File: src/rtl/adxl_sample_assembler_pkg.sv
// Shared constants and state encoding for the ADXL345 sample assembler.
// Axis indices also select the byte pair {byte(2k+1), byte(2k)} for each axis.
package adxl_sample_assembler_pkg;

   localparam int AXIS_X    = 0;
   localparam int AXIS_Y    = 1;
   localparam int AXIS_Z    = 2;
   localparam int NUM_AXES  = 3;
   localparam int BURST_LEN = 6;

   typedef enum logic [1:0] {
      ST_WAIT_START = 2'd0,
      ST_COLLECT    = 2'd1,
      ST_PUBLISH    = 2'd2
   } state_t;

endpackage

File: src/rtl/adxl_axis_issue.sv
// Per-axis issue stage: keeps the sample stable for one filter and tracks busy.
// A sample is dropped when the filter is busy and not finishing in the same cycle.
module adxl_axis_issue #(
   parameter int DATA_WIDTH = 16
) (
   input  logic                  clk,
   input  logic                  i_rstn,
   input  logic                  i_publish,
   input  logic [DATA_WIDTH-1:0] i_sample,
   input  logic                  i_done,
   output logic                  o_dataval,
   output logic [DATA_WIDTH-1:0] o_data,
   output logic                  o_busy,
   output logic                  o_drop
);

   logic                  w_issue;
   logic                  r_dataval;
   logic                  r_busy;
   logic [DATA_WIDTH-1:0] r_data;

   assign w_issue = i_publish & (~r_busy | i_done);
   assign o_drop  = i_publish & r_busy & ~i_done;

   // A new issue wins over a same-cycle done, so busy stays set for the fresh sample.
   always_ff @(posedge clk) begin
      if (!i_rstn) begin
         r_dataval <= 1'b0;
         r_busy    <= 1'b0;
         r_data    <= '0;
      end else begin
         r_dataval <= w_issue;
         if (w_issue) begin
            r_data <= i_sample;
            r_busy <= 1'b1;
         end else if (i_done) begin
            r_busy <= 1'b0;
         end
      end
   end

   assign o_dataval = r_dataval;
   assign o_data    = r_data;
   assign o_busy    = r_busy;

endmodule

File: src/rtl/adxl_sample_assembler.sv
// Collects the 6-byte DATAX0..DATAZ1 burst, sign-extends each axis and hands the
// samples to three per-axis issue stages; counts aborted bursts and dropped samples.
module adxl_sample_assembler
   import adxl_sample_assembler_pkg::*;
#(
   parameter int DATA_WIDTH  = 16,
   parameter int SAMPLE_BITS = 13,
   parameter int CNT_WIDTH   = 8
) (
   input  logic                  clk,
   input  logic                  i_rstn,
   input  logic                  i_byte_valid,
   input  logic [7:0]            i_byte,
   input  logic                  i_burst_start,
   input  logic                  i_done_x,
   input  logic                  i_done_y,
   input  logic                  i_done_z,
   output logic                  o_dataval_x,
   output logic                  o_dataval_y,
   output logic                  o_dataval_z,
   output logic [DATA_WIDTH-1:0] o_data_x,
   output logic [DATA_WIDTH-1:0] o_data_y,
   output logic [DATA_WIDTH-1:0] o_data_z,
   output logic [2:0]            o_busy,
   output logic                  o_overrun,
   output logic [CNT_WIDTH-1:0]  o_overrun_cnt,
   output logic [CNT_WIDTH-1:0]  o_frame_err_cnt
);

   localparam int SHIFT = 16 - SAMPLE_BITS;

   state_t               r_state;
   logic [2:0]           r_idx;
   logic [7:0]           r_buf [BURST_LEN];
   logic                 r_overrun;
   logic [CNT_WIDTH-1:0] r_overrunCnt;
   logic [CNT_WIDTH-1:0] r_frameErrCnt;

   logic                  w_publish;
   logic [NUM_AXES-1:0]   w_done;
   logic [NUM_AXES-1:0]   w_dataval;
   logic [NUM_AXES-1:0]   w_busy;
   logic [NUM_AXES-1:0]   w_drop;
   logic [DATA_WIDTH-1:0] w_sample [NUM_AXES];
   logic [DATA_WIDTH-1:0] w_data   [NUM_AXES];
   logic [1:0]            w_dropNum;
   logic [CNT_WIDTH:0]    w_ovfSum;

   assign w_publish = (r_state == ST_PUBLISH);
   assign w_done    = {i_done_z, i_done_y, i_done_x};

   always_ff @(posedge clk) begin
      if (!i_rstn) begin
         r_state       <= ST_WAIT_START;
         r_idx         <= '0;
         r_frameErrCnt <= '0;
         for (int i = 0; i < BURST_LEN; i++) r_buf[i] <= '0;
      end else begin
         case (r_state)
            ST_COLLECT: begin
               if (i_byte_valid && i_burst_start) begin
                  r_buf[0] <= i_byte;
                  r_idx    <= 3'd1;
                  if (r_frameErrCnt != '1) r_frameErrCnt <= r_frameErrCnt + 1'b1;
               end else if (i_byte_valid) begin
                  r_buf[r_idx] <= i_byte;
                  r_idx        <= r_idx + 3'd1;
                  if (r_idx == 3'(BURST_LEN - 1)) r_state <= ST_PUBLISH;
               end
            end
            default: begin
               // PUBLISH lasts one cycle but must not lose a burst start arriving in it.
               if (i_byte_valid && i_burst_start) begin
                  r_buf[0] <= i_byte;
                  r_idx    <= 3'd1;
                  r_state  <= ST_COLLECT;
               end else begin
                  r_state  <= ST_WAIT_START;
               end
            end
         endcase
      end
   end

   for (genvar k = 0; k < NUM_AXES; k++) begin : g_axis
      logic [15:0]        w_raw;
      logic signed [15:0] w_shl;
      logic signed [15:0] w_ext;

      assign w_raw       = {r_buf[2*k+1], r_buf[2*k]};
      assign w_shl       = $signed(w_raw << SHIFT);
      assign w_ext       = w_shl >>> SHIFT;
      assign w_sample[k] = DATA_WIDTH'(w_ext);

      adxl_axis_issue #(.DATA_WIDTH(DATA_WIDTH)) u_issue (
         .clk       (clk),
         .i_rstn    (i_rstn),
         .i_publish (w_publish),
         .i_sample  (w_sample[k]),
         .i_done    (w_done[k]),
         .o_dataval (w_dataval[k]),
         .o_data    (w_data[k]),
         .o_busy    (w_busy[k]),
         .o_drop    (w_drop[k])
      );
   end

   assign w_dropNum = 2'(w_drop[0]) + 2'(w_drop[1]) + 2'(w_drop[2]);
   assign w_ovfSum  = {1'b0, r_overrunCnt} + (CNT_WIDTH+1)'(w_dropNum);

   always_ff @(posedge clk) begin
      if (!i_rstn) begin
         r_overrun    <= 1'b0;
         r_overrunCnt <= '0;
      end else begin
         r_overrun <= |w_drop;
         if (w_ovfSum[CNT_WIDTH]) r_overrunCnt <= '1;
         else                     r_overrunCnt <= w_ovfSum[CNT_WIDTH-1:0];
      end
   end

   assign o_dataval_x     = w_dataval[AXIS_X];
   assign o_dataval_y     = w_dataval[AXIS_Y];
   assign o_dataval_z     = w_dataval[AXIS_Z];
   assign o_data_x        = w_data[AXIS_X];
   assign o_data_y        = w_data[AXIS_Y];
   assign o_data_z        = w_data[AXIS_Z];
   assign o_busy          = w_busy;
   assign o_overrun       = r_overrun;
   assign o_overrun_cnt   = r_overrunCnt;
   assign o_frame_err_cnt = r_frameErrCnt;

endmodule

File: config.mk
export PLATFORM = sky130hd
export DESIGN_NAME = adxl_sample_assembler
export DESIGN_NICKNAME = d
export VERILOG_FILES = /design/src/rtl/adxl_sample_assembler_pkg.sv /design/src/rtl/adxl_axis_issue.sv /design/src/rtl/adxl_sample_assembler.sv
export SDC_FILE = /design/constraint.sdc
export NUM_CORES = 1
export LEC_CHECK = 0
export CORE_UTILIZATION = 30
export DETAILED_ROUTE_END_ITERATION = 10
export GPL_ROUTABILITY_DRIVEN = 0
export GPL_TIMING_DRIVEN = 0
export PLACE_DENSITY = 0.65
export SLEW_MARGIN = 20
export SYNTH_ARGS = -nofsm -noshare
export SYNTH_HDL_FRONTEND = slang
export SYNTH_SLANG_ARGS = --single-unit
File: constraint.sdc
create_clock -name clk -period 2.6 [get_ports clk]
set_input_delay 0.26 -clock clk [delete_from_list [all_inputs] [get_ports clk]]
set_output_delay 0.26 -clock clk [all_outputs]
set_load 0.1 [all_outputs]
---- After elaboration in Yosys (flattened, before gate mapping) ----
Memory sizes are Yosys's and may differ from the RTL's. A register that Yosys moved wholly into a read port is not among the register bits.
Cells that the tools add are included.
word-level totals
  flip-flop bits (word level) ............. 28
  bits in latches ......................... 0
  memory bits (writable) .................. 48
  bits in read-only memories .............. 0
  input bits .............................. 15
  output and inout bits ................... 71
  word-level logic and storage cells ...... 95
  memories ................................ 1
operators by class
  $add $sub $neg .......................... 5
  multiply operators ...................... 0
  divide/modulo/power cells ............... 0
  magnitude comparators ................... 0
  equal/unequal tests ..................... 7
  shift operators ......................... 0
  mux-type cells .......................... 34
  bitwise logic cells ..................... 20
  reduce and logical (&&, ||, !) cells .... 17
memories
  memory  depth  bits a word  read ports  clocked after memory_dff  wr ports  line                         text
  r_buf   6      8            6           6                         6         adxl_sample_assembler.sv:34  logic [7:0] r_buf [BURST_LEN];
operator list
  operator             number
  $mux 8               4
  $mux 1               21
  $mux 3               5
  $reduce_bool 2->1    5
  $add 8x2->9          1
  $and 1x1->1          9
  $add 8x1->8 const B  1
  $mux 2               4
  $ne 8x8->1 const B   1
  $reduce_or 8->1      1
  $logic_not 1->1      6
  $ne 2x2->1 const B   3
  $not 1->1            6
  $reduce_and 3->1     2
  $or 1x1->1           5
  $add 3x1->3 const B  1
  $eq 3x3->1 const B   1
  $reduce_or 3->1      1
  $add 1x1->2          1
  $add 2x1->2          1
  $eq 2x1->1 const B   1
  $eq 2x2->1 const B   1
  $reduce_and 2->1     1
  $logic_and 1x1->1    1

---- Logic depth before layout (Yosys ltp) ----
Gate-level depths: netlist of the first run.
  word-level depth ........................ 8
  gate-level depth with buffers ........... 11
  gate-level depth less buffers ........... 10

---- Hierarchy ----
A second synthesis of the first run with hierarchy kept.
second synthesis, totals
  cell total of the unflattened synthesis .. 456
  area total of the unflattened synthesis .. 4780.8 um2
by module, submodules not included
  module                 times used  cells an instance  area each (um2)  sequential area each (um2)
  adxl_sample_assembler  1           225                2570.0           1611.5
  adxl_axis_issue        3           77                 737.0            360.3

---- Least setup slack after synthesis of the first run ----
No wires, ideal clock.
  path kind ............................... register to register
  start ................................... register r_overrunCnt[0] (netlist: o_overrun_cnt[0])
  end ..................................... register r_overrunCnt[1] (netlist: o_overrun_cnt[1])
  library setup time ...................... 115 ps
  data arrival time ....................... 2854 ps
  data required time ...................... 2485 ps
  setup slack ............................. -368 ps
  cell stages (with the launch flop) ...... 9
  path buffers ............................ 0
  clock period less this slack ............ 2968 ps
  cell sequence ........................... dfxtp_1 > inv_1 > fa_1 > inv_1 > ha_1 > fa_1 > and3_1 > and3_1 > o21a_1
between the ends
  word-level cells in the longest chain between the ends .. 2
ends and longest elaborated chain
  item                      line                          text
  start: declaration        adxl_sample_assembler.sv:36   logic [CNT_WIDTH-1:0] r_overrunCnt;
  start signal: assignment  adxl_sample_assembler.sv:118  else r_overrunCnt <= w_ovfSum[CNT_WIDTH-1:0];
  $add 8x2->9               adxl_sample_assembler.sv:109  assign w_ovfSum = {1'b0, r_overrunCnt} + (CNT_WIDTH+1)'(w_dropNum);
  $mux 8                    adxl_sample_assembler.sv:117  if (w_ovfSum[CNT_WIDTH]) r_overrunCnt <= '1;
Every way passes these cells.
A chain may end at the register's enable or synchronous reset.

---- Worst setup path after layout of the first run ----
  start ................................... register r_state[1]
  end ..................................... register r_overrunCnt[0] (netlist: o_overrun_cnt[0])
between the ends
  word-level cells in the longest chain between the ends .. 7
ends and longest elaborated chain
  item                      line                          text
  start: declaration        adxl_sample_assembler.sv:32   state_t r_state;
  start signal: assignment  adxl_sample_assembler.sv:54   r_state <= ST_WAIT_START;
  start signal: assignment  adxl_sample_assembler.sv:68   if (r_idx == 3'(BURST_LEN - 1)) r_state <= ST_PUBLISH;
  start signal: assignment  adxl_sample_assembler.sv:76   r_state <= ST_COLLECT;
  $eq 2x2->1 (*)            adxl_sample_assembler.sv:49   assign w_publish = (r_state == ST_PUBLISH);
  $and 1x1->1 (2 in a row)  adxl_axis_issue.sv:23         assign o_drop = i_publish & r_busy & ~i_done;
  $add 1x1->2               adxl_sample_assembler.sv:108  assign w_dropNum = 2'(w_drop[0]) + 2'(w_drop[1]) + 2'(w_drop[2]);
  $add 2x1->2 (*)           adxl_sample_assembler.sv:108
  $add 8x2->9 (*)           adxl_sample_assembler.sv:109
  $mux 8 (*)                adxl_sample_assembler.sv:117
Mark *: on every way between the ends. The rest lies on a longest branch, timed or not.

==> results of run 1 <==
[layout make-up]
class                   instances  area, µm²
repair buffers                 88        871
clock inverters                 5       37.5
fillers                      1330       7840
plain buffers                  30        185
multi-input cells             289       1490
inverters                      13       48.8
clock buffers                  11        233
flip-flops and latches        106       2520
well taps                     176        220
[where the power goes]
part / switching [mW] / internal (mW) / leakage [nW]
combinational: 0.0789 / 0.0397 / 0.922
sequential: 0.0111 / 1.74 / 0.947
clock: 0.599 / 0.656 / 0.127
total: 0.689 / 2.44 / 2.00
[layout by cell type, fill, tap and decap left out, drive strengths merged, types with 5 or more instances in the layout]
cell	instances
nor2	53
nand3	6
nand2	106
ha	5
nand2b	7
a21oi	53
dfxtp	67
edfxtp	39
clkbuf	18
xor2	5
inv	15
buf	27
and3	5
clkdlybuf4s50	84
[state kept, by name (all words and copies together), names as in the netlist]
name	flops
o_overrun_cnt	8
r_idx	3
r_buf	39
r_state	2
g_axis.u_issue.o_busy	3
g_axis.u_issue.o_dataval	3
o_overrun	1
o_frame_err_cnt	8
g_axis.u_issue.o_data	39
[worst reg2reg max path, cell delays in order, from the launching register on]
cell and delay [ns]:
dfxtp_4 0.35, nor2b_1 0.12, buf_4 0.15, nand2_1 0.07, fa_1 0.51, inv_1 0.04
ha_1 0.22, fa_2 0.39, and3_4 0.21, and3_1 0.18, o21a_1 0.17
[worst max-delay path by stage]
stage                                     startpoint                           to  slack (ns)  depth (start not counted)
6_report                     r_state[1]$_SDFFE_PN0P_  o_overrun_cnt[0]$_SDFF_PN0_         0.1                         10
5_1_grt        g_axis[2].u_issue.o_busy$_SDFFE_PN0P_  o_overrun_cnt[0]$_SDFF_PN0_     0.00004                          9
4_1_cts                      r_state[1]$_SDFFE_PN0P_  o_overrun_cnt[0]$_SDFF_PN0_       0.004                         10
3_5_place_dp                                i_done_x  o_overrun_cnt[0]$_SDFF_PN0_       -0.52                         10
3_3_place_gp                                i_done_x  o_overrun_cnt[0]$_SDFF_PN0_       -0.51                         10
2_1_floorplan                r_state[1]$_SDFFE_PN0P_  o_overrun_cnt[1]$_SDFF_PN0_        0.02                         10
[kinds of logic (layout without fill, tap and decap cells)]
| logic type | after synthesis | after routing | synth area share |
|---|---|---|---|
| AOI/OAI and AO/OA | 70 | 70 | 0.0914 |
| and+or+nand+nor | 203 | 203 | 0.215 |
| xor gates and xnor gates | 7 | 7 | 0.0145 |
| muxes | 2 | 2 | 0.00475 |
| DFF | 106 | 106 | 0.596 |
| adders and majority gates | 7 | 7 | 0.0243 |
| buffers and inverters | 43 | 147 | 0.0546 |
[what timing repair did]
action	4_1_cts	5_1_grt
endpoints found under the setup margin	8	7
pin swaps	0	1
hold buffers	0	0
setup buffers	0	4
gates resized for setup	8	3
[metal layers]
metal  GRT usage  routed length [µm]  vias to the layer above
li1            -                   -                     1654
met1       0.180                4430                     1510
met4      0.0494                 136                        0
met2       0.238                4750                       89
met3      0.0330                 614                       10
met5           0                   0                        -
[per-stage QoR]
step                       util  worst slack (ns)  hold slack [ns]
after floorplan               -            0.0243            0.400
after global placement    0.393            -0.508            0.447
after detailed placement  0.393            -0.518            0.450
after CTS                 0.414           0.00407            0.107
after global routing      0.417         0.0000364            0.120
final                     0.417            0.0957            0.119
==> metrics.md, run 1 <==
| Metric | Value |
|---|---|
| Area contributors post-synth | dfxtp_1 32%, edfxtp_1 28%, nand2_1 9.3% |
| DP HPWL | 7.40 mm |
| Cell family with most CP delay | adder cells |
| Pwr dens | 558 nW/µm² |
| Final setup TNS | 0 ns |
| Via count | 3263 |
| Routed Wire Length | 9.92 mm |
| Clk Latency, worst-skew pair | 0.35 ns |
| Setup violators final | 0 |
| Mapped Area | 4220 µm² |
| Ys flop type | dfxtp_1 |
| CP peak stage delay | 0.51 ns |
| Hold path cells | 2 |
| Initial core utilization | 0.313 |
| Syn Area/Cell | 9.63 µm² |
| Peak Freq | 399 MHz |
| Vias per std cell | 4.54 |
| DIE AREA | 14500 µm² |
| Reg-to-Reg End | o_overrun_cnt[0]$_SDFF_PN0_ |
| Synthesized flop and latch total | 106 |
| Nets | 559 |
| Dpl cell area | 5280 µm² |
| CTS buffer count | 9 |
| Outcome | complete, no violations |
| Worst Hold End | r_state[1]$_SDFFE_PN0P_ |
| CP Capture Type | register |
| Reg clk slew, reported paths | 0.07 ns |
| Clk buf depth | 2 |
| Std-Cell Rows | 42 |
| Cells after Synth | 438 |
| Final Cell Area | 5610 µm² |
| Critical path's slowest cell | fa_1 |
| Top-area cell type share of the netlist area | 0.318 |
| Cell Chain, Critical Path | nor2b_1 > buf_4 > nand2_1 > fa_1 > inv_1 > ha_1 > fa_2 > and3_4 > and3_1 > o21a_1 |
| Final Hold Fails | 0 |
| Synth warn | 0 |
| Share of layout cells above drive strength 1 | 0.103 |
| CTS tree | done |
| Post-route ant nets | 0 |
| CP bufs+invs | 2 |
| Syn Nets | 460 |
| Synth area leader | dfxtp_1 |
| R2R setup slack | 0.1 ns |
| Clock skew | 0.0129 ns |
| Slew @ Worst Pin | 1.03 ns |
| Synth async-reset ratio | 0 |
| Final Instance Count excl. Fillers | 718 |
| Netlist cell types | 47 |
| Number of synthesized flops with an enable pin | 39 |
| WS Path Type | reg -> reg |
| Drt wl/cell | 13.8 µm |
| Register area share after synthesis | 0.596 |
| Area Growth Syn to Fin | 33.1% |
| Slew margin rel. | 0.312 |
| Peak VDD IR | 293 µV |
| Tot GR Track Use | 0.142 |
| R2r startpoint | r_state[1]$_SDFFE_PN0P_ |
| Total power | 3.13 mW |
| Pleak | 2.00 nW |
| Initial DRC Count | 143 |
| Core Box Area | 13500 µm² |
| Port Buf Inserts | 84 |
| Startpoint types | register |
| Global route total overflow | 0 |
| # clock sinks | 106 |
| Largest net degree at the start of global routing | 18 |
| Initial antenna violation count | 0 |
| First-pass GRT wire length | 15.8 mm |
| Max-Cap Viols | 0 |
| Slew Limit Fails | 0 |
| Most frequent cell after synthesis | nand2_1 |
| Htree depth | 3 |
| Minimum clock period | 2.50 ns |
| Worst reg2reg path depth | 10 |
| Crit path required time | 2.83 ns |
| RSZ-0062 raised after global routing | false |
| Die height | 121 µm |
| Root Driver | clkbuf_16 |
| TritonRoute pass-1 iters | 5 |
| I/O pins | 86 |
| Placed insts | 698 |
| Period utilization | 0.963 |
| Critical Path AT | 2.73 ns |
| Hold crit path type | in -> reg |
| CP max FO | 6 |
| # DRC | 0 |
| Commonest cells in the netlist | 105 x nand2_1, 67 x dfxtp_1, 53 x a21oi_1, 48 x nor2_1, 39 x edfxtp_1 |
| Startpoint of the worst hold path | i_burst_start |
| Number of diodes | 0 |
| Vias in the first global route | 3224 |
| Die span in x | 121 µm |
No activity file was read; power rests on OpenSTA's default activity.
==> run 2: changes to the inputs <==
--- a/config.mk
+++ b/config.mk
@@ -5,11 +5,11 @@
 export SDC_FILE = /design/constraint.sdc
 export NUM_CORES = 1
 export LEC_CHECK = 0
+export CORE_MARGIN = 5
 export CORE_UTILIZATION = 30
 export DETAILED_ROUTE_END_ITERATION = 10
 export GPL_ROUTABILITY_DRIVEN = 0
 export GPL_TIMING_DRIVEN = 0
-export PLACE_DENSITY = 0.65
 export SLEW_MARGIN = 20
 export SYNTH_ARGS = -nofsm -noshare
 export SYNTH_HDL_FRONTEND = slang
==> run 2 against run 1 <==
  * Clock skew decreased by 0.0023 ns
  * Count of clock-buffer cells in the layout decreased by 1
  * Fmax about the same
  * Largest cell class unchanged
  * Largest power group unchanged
==> metrics.md, run 2 (synthesis results as in run 1) <==
| Metric | Value |
|---|---|
| Period utilization | 0.963 |
| WL met3 | 587 µm |
| R2r startpoint | r_state[1]$_SDFFE_PN0P_ |
| Minimum clock period | 2.51 ns |
| Peak Freq | 399 MHz |
| Core Box Area | 13800 µm² |
| Clk buf depth | 2 |
| M1 WL | 4.78 mm |
| R2R setup slack | 0.09 ns |
| DR WL met2 | 4.81 mm |
| Slew @ Worst Pin | 0.986 ns |
| Crit path required time | 2.85 ns |
| Switch Pwr | 0.742 mW |
| DP HPWL | 7.63 mm |
| Global route total overflow | 0 |
| Logic pwr share | 0.036 |
| Via count | 3280 |
| Clk Latency, worst-skew pair | 0.36 ns |
| # clock sinks | 106 |
| Largest net degree at the start of global routing | 20 |
| Die span in x | 129 µm |
| # DRC | 0 |
| Clock power frac | 0.424 |
| Routed Wire Length | 10.4 mm |
| I/O pins | 86 |
| Worst Hold End | r_state[1]$_SDFFE_PN0P_ |
| Slew margin rel. | 0.340 |
| Hold crit path type | in -> reg |
| Share of layout cells above drive strength 1 | 0.109 |
| Int Pwr | 2.51 mW |
| Number of diodes | 0 |
| Post-route setup slack | 0.0950 ns |
| Top routing layer used | met4 |
| Seq pwr share | 0.540 |
| Fin util | 0.409 |
| Critical Path AT | 2.76 ns |
| Vias in the first global route | 3220 |
| Initial core utilization | 0.305 |
| Initial DRC Count | 147 |
| Final Hold Fails | 0 |
| TritonRoute pass-1 iters | 4 |
| Sw Ratio | 0.228 |
| First-pass GRT wire length | 16.3 mm |
| Max-Cap Viols | 0 |
| Tot GR Track Use | 0.128 |
| Pleak | 2.01 nW |
| Most frequent cells in the layout | 105 x nand2_1, 84 x clkdlybuf4s50_1, 64 x dfxtp_1 |
| Clock skew | 0.0106 ns |
| Std-Cell Rows | 43 |
| Worst reg2reg path depth | 10 |
| CP max FO | 6 |
| Final worst hold slack | 0.104 ns |
| Post-route ant nets | 0 |
| Crit. Startpoint | r_state[1]$_SDFFE_PN0P_ |
| CTS tree | done |
| WS Path Type | reg -> reg |
| Peak VDD IR | 276 µV |
| Drt wl/cell | 14.5 µm |
| Startpoint types | register |
| RSZ-0062 raised after global routing | false |
| DIE AREA | 16500 µm² |
| Outcome | complete, no violations |
| Hold path cells | 2 |
| Startpoint of the worst hold path | i_burst_start |
| Initial antenna violation count | 0 |
| Layout fillers | 1346 |
| Commonest non-fill, non-tap cell in the layout | nand2_1 |
| Slew Limit Fails | 0 |
| Port Buf Inserts | 84 |
| CP Capture Type | register |
| Reg clk slew, reported paths | 0.08 ns |
| Pwr dens | 576 nW/µm² |
| Root Driver | clkbuf_16 |
| CTS buffer count | 9 |
| Setup violators final | 0 |
| Htree depth | 3 |
| Reg-to-Reg End | o_overrun_cnt[0]$_SDFF_PN0_ |
| Die height | 129 µm |
| Pre-CTS setup slack | -0.491 ns |
| Vias per std cell | 4.55 |
| Nets | 558 |
| Area Growth Syn to Fin | 34.0% |
-- run 2: cell types whose count changed in the layout (fill, tap and decap cells not counted), sizes merged --
| cell | before | now |
|---|---|---|
| clkinv | 1 | 0 |
| buf | 27 | 25 |
| clkinvlp | 2 | 1 |
| inv | 15 | 18 |
-- run 2: cell type report --
type | count | area (µm²) | area share
Sequential cell | 106 | 2520 | 0.446
Multi-Input combinational cell | 289 | 1500 | 0.266
Buffer | 30 | 185 | 0.0328
Clock inverter | 6 | 53.8 | 0.00952
Inverter | 13 | 48.8 | 0.00864
Clock buffer | 10 | 250 | 0.0443
Timing Repair Buffer | 87 | 863 | 0.153
Tap cell | 180 | 225 | 0.0399
-- run 2: worst max path at each step --
| stage | endpoint | depth (start not counted) |
|---|---|---|
| finish | o_overrun_cnt[0]$_SDFF_PN0_ | 10 |
| global route | o_overrun_cnt[0]$_SDFF_PN0_ | 9 |
| CTS | o_overrun_cnt[1]$_SDFF_PN0_ | 10 |
| detailed placement | o_overrun_cnt[1]$_SDFF_PN0_ | 10 |
| global placement | o_overrun_cnt[0]$_SDFF_PN0_ | 10 |
| floorplan | o_overrun_cnt[1]$_SDFF_PN0_ | 10 |
-- run 2: power groups by stage --
stage / Clock (mW) / Sequential, mW / Combinational (mW)
final: 1.38 / 1.76 / 0.117
after global routing: 1.47 / 1.76 / 0.128
after CTS: 1.42 / 1.76 / 0.117
after detailed placement: 0 / 1.79 / 0.116
after global placement: 0 / 1.79 / 0.114
after floorplan: 0 / 1.80 / 0.0590
-- run 2: per-stage QoR --
step | instances | TNS (ns) | power [mW] | instance area [µm²]
floorplan | 438 | 0 | 1.85 | 4220
global placement | 702 | -2.83 | 1.91 | 5290
detailed placement | 702 | -3.35 | 1.91 | 5290
CTS | 719 | 0 | 3.29 | 5620
global route | 721 | 0 | 3.36 | 5650
finish | 721 | 0 | 3.25 | 5650
-- run 2: what timing repair did --
item	in CTS	in global routing
hold buffers	0	0
buffers inserted	1	2
pin swaps	0	1
endpoints found under the setup margin	8	6
gates resized for setup	8	3
-- run 2: metal layers --
| metal | vias up | track usage |
|---|---|---|
| li1 | 1654 | - |
| met1 | 1531 | 0.161 |
| met2 | 81 | 0.204 |
| met3 | 14 | 0.0332 |
| met4 | 0 | 0.0605 |
| met5 | - | 0 |
-- run 2: worst max-delay path, stage by stage, from the launching register on --
cell,delay [ns]
dfxtp_4,0.38
nor2b_4,0.13
clkbuf_4,0.13
nand2_1,0.06
fa_1,0.51
inv_1,0.04
ha_2,0.20
fa_2,0.39
and3_4,0.21
and3_1,0.18
o21a_1,0.16
==> run 3: changes to the inputs <==
--- a/config.mk
+++ b/config.mk
@@ -5,11 +5,16 @@
 export SDC_FILE = /design/constraint.sdc
 export NUM_CORES = 1
 export LEC_CHECK = 0
+export ABC_AREA = 1
+export CELL_PAD_IN_SITES_DETAIL_PLACEMENT = 1
+export CELL_PAD_IN_SITES_GLOBAL_PLACEMENT = 2
 export CORE_MARGIN = 5
-export CORE_UTILIZATION = 30
+export CORE_UTILIZATION = 28
 export DETAILED_ROUTE_END_ITERATION = 10
 export GPL_ROUTABILITY_DRIVEN = 0
 export GPL_TIMING_DRIVEN = 0
+export HOLD_SLACK_MARGIN = 0.05
+export PLACE_DENSITY_LB_ADDON = 0.1
 export SLEW_MARGIN = 20
 export SYNTH_ARGS = -nofsm -noshare
 export SYNTH_HDL_FRONTEND = slang
==> run 3 against run 2 <==
  * Clock power is 8% lower
  * Fmax is 0.27% higher
  * Final area is 1.7% higher
  * Non-clock buffer count is 5 lower
  * Cell count is 6.8% higher
  * Register-to-register slack hardly changed
  * Critical path type unchanged
  * Critical endpoint is now o_overrun_cnt[1]$_SDFF_PN0_
==> metrics.md, run 3 <==
| Metric | Value |
|---|---|
| Setup violators final | 0 |
| Clk Latency, worst-skew pair | 0.35 ns |
| Die height | 135 µm |
| Post-route setup slack | 0.102 ns |
| Sw Ratio | 0.231 |
| Most frequent cell after synthesis | nor2_1 |
| CP max FO | 4 |
| Number of synthesized flops with an enable pin | 39 |
| # DRC | 0 |
| Fin util | 0.378 |
| Seq pwr share | 0.554 |
| Int Pwr | 2.44 mW |
| Final Instance Count excl. Fillers | 770 |
| Critical Path AT | 2.72 ns |
| Outcome | complete, no violations |
| Vias in the first global route | 3523 |
| Crit path required time | 2.83 ns |
| Peak VDD IR | 340 µV |
| Share of layout cells above drive strength 1 | 0.131 |
| Global route total overflow | 0 |
| Final setup TNS | 0 ns |
| CTS tree | done |
| Startpoint types | register |
| Tot GR Track Use | 0.130 |
| DIE AREA | 18100 µm² |
| Most frequent cells in the layout | 137 x nor2_1, 85 x clkdlybuf4s50_1, 66 x dfxtp_1 |
| Pre-CTS setup slack | -0.430 ns |
| Register area share after synthesis | 0.578 |
| Peak Freq | 400 MHz |
| Nets | 599 |
| Port Buf Inserts | 85 |
| Routed Wire Length | 11.5 mm |
| Period utilization | 0.961 |
| Top-area cell type share of the netlist area | 0.309 |
| Pwr dens | 553 nW/µm² |
| Cells after Synth | 479 |
| Root Driver | clkbuf_16 |
| Initial DRC Count | 139 |
| Drt wl/cell | 15.0 µm |
| Slew Limit Fails | 0 |
| Initial antenna violation count | 0 |
| Pleak | 2.34 nW |
| Total power | 3.18 mW |
| Minimum clock period | 2.50 ns |
| Placed insts | 752 |
| Switch Pwr | 0.734 mW |
| Syn Area/Cell | 9.07 µm² |
| Number of diodes | 0 |
| Largest net degree at the start of global routing | 18 |
| Htree depth | 3 |
| Final Hold Fails | 0 |
| Core Box Area | 15200 µm² |
| Mapped Area | 4340 µm² |
| Die span in x | 135 µm |
| Commonest non-fill, non-tap cell in the layout | nor2_1 |
| Logic pwr share | 0.045 |
| Max-Cap Viols | 0 |
| Area Growth Syn to Fin | 32.2% |
| Netlist cell types | 33 |
| TritonRoute pass-1 iters | 4 |
| Syn Nets | 501 |
| Slew @ Worst Pin | 1.03 ns |
| Commonest cells in the netlist | 139 x nor2_1, 67 x dfxtp_1, 50 x nand2_1, 44 x o21ai_0, 39 x edfxtp_1 |
| Initial core utilization | 0.286 |
| DP HPWL | 8.45 mm |
| WS Path Type | reg -> reg |
| Post-route ant nets | 0 |
| CP Capture Type | register |
| Clock skew | 0.00773 ns |
| Area contributors post-synth | dfxtp_1 31%, edfxtp_1 27%, nor2_1 12% |
| # clock sinks | 106 |
| First-pass GRT wire length | 18.3 mm |
| Hold crit path type | reg -> reg |
| Clk buf depth | 2 |
| Via count | 3410 |
| Ys flop type | dfxtp_1 |
| Slew margin rel. | 0.313 |
| Synth area leader | dfxtp_1 |
| Synth async-reset ratio | 0 |
| CTS buffer count | 9 |
| Reg clk slew, reported paths | 0.07 ns |
| I/O pins | 86 |
| Layout fillers | 1781 |
| Clock power frac | 0.400 |
| Synthesized flop and latch total | 106 |
| Vias per std cell | 4.43 |
| Synth warn | 0 |
| Std-Cell Rows | 45 |
-- run 3: changes by cell type in the layout (fill, tap and decap cells not counted), moves of 5 or more --
cell      before  now
inv_2          0    5
nand2b_1       7    0
nand2_1      105   50
inv_1         13   36
a21oi_1       53   12
o21ai_0        4   44
nand3_2        0    5
nor2_1        48  137
nand3_1        6   11
nand2_2        1    7
-- run 3: cell families (layout without fill, tap and decap cells) --
kind of cell             count (synthesis)  after routing  synth area share
adder cells (fa/ha/maj)                  7              7            0.0236
AO/OA/AOI/OAI                           64             64            0.0763
buffers and inverters                   67            170            0.0720
AND/OR/NAND/NOR                        232            232             0.244
flip-flops                             106            106             0.578
XOR/XNOR                                 3              3           0.00605
-- run 3: final timing paths --
kind	start	endpoint	slack, ns	depth (start not counted)
max	r_state[0]$_SDFFE_PN0P_	o_overrun_cnt[1]$_SDFF_PN0_	0.10	11
min	r_buf[4][7]$_SDFFCE_PN0P_	g_axis[2].u_issue.o_data[7]$_SDFFE_PN0P_	0.48	2
max reg2reg	r_state[0]$_SDFFE_PN0P_	o_overrun_cnt[1]$_SDFF_PN0_	0.10	11
min reg2reg	r_buf[4][7]$_SDFFCE_PN0P_	g_axis[2].u_issue.o_data[7]$_SDFFE_PN0P_	0.48	2
-- run 3: power groups by stage --
stage / sequential, mW / clock (mW) / combinational [mW]
floorplan: 1.81 / 0 / 0.0716
global placement: 1.80 / 0 / 0.144
detailed placement: 1.80 / 0 / 0.146
CTS: 1.76 / 1.33 / 0.147
global route: 1.76 / 1.39 / 0.158
finish: 1.76 / 1.27 / 0.143
-- run 3: layout make-up --
class,instances,area (µm²),share of cell area
Buffer,25,154,0.0268
Clock buffer,10,229,0.0399
Clock inverter,6,41.3,0.00719
Inverter,42,159,0.0277
Multi-Input combinational cell,306,1540,0.269
Sequential cell,106,2520,0.438
Tap cell,188,235,0.0410
Timing Repair Buffer,87,866,0.151
-- run 3: critical path, cell delays in order, from the launching register on --
cell     delay (ns)
dfxtp_1        0.35
nor2_4         0.21
nand2_1        0.13
fa_1           0.51
inv_1          0.04
ha_1           0.23
fa_2           0.38
nand3_2        0.14
nor3_4         0.05
nand2_1        0.12
buf_4          0.15
a21oi_1        0.06
-- run 3: per-layer routing --
metal / vias to the layer above / global-route usage / part of all wire
met5: - / 0 / 0
met1: 1627 / 0.165 / 0.46
met3: 6 / 0.0417 / 0.044
li1: 1721 / - / -
met2: 56 / 0.216 / 0.48
met4: 0 / 0.0339 / 0.0075
-- run 3: repair_timing --
action / in CTS / in global routing
hold endpoints to repair: 0 / 0
hold buffers: 0 / 0
pin swaps: 2 / 1
endpoints found under the setup margin: 4 / 6
gates resized for setup: 3 / 3
setup buffers: 2 / 0
-- run 3: through the flow --
| stage | hold slack (ns) | area (µm²) |
|---|---|---|
| 6_report | 0.476 | 5740 |
| 5_1_grt | 0.498 | 5740 |
| 4_1_cts | 0.482 | 5730 |
| 3_5_place_dp | 0.464 | 5430 |
| 3_3_place_gp | 0.462 | 5430 |
| 2_1_floorplan | 0.429 | 4350 |
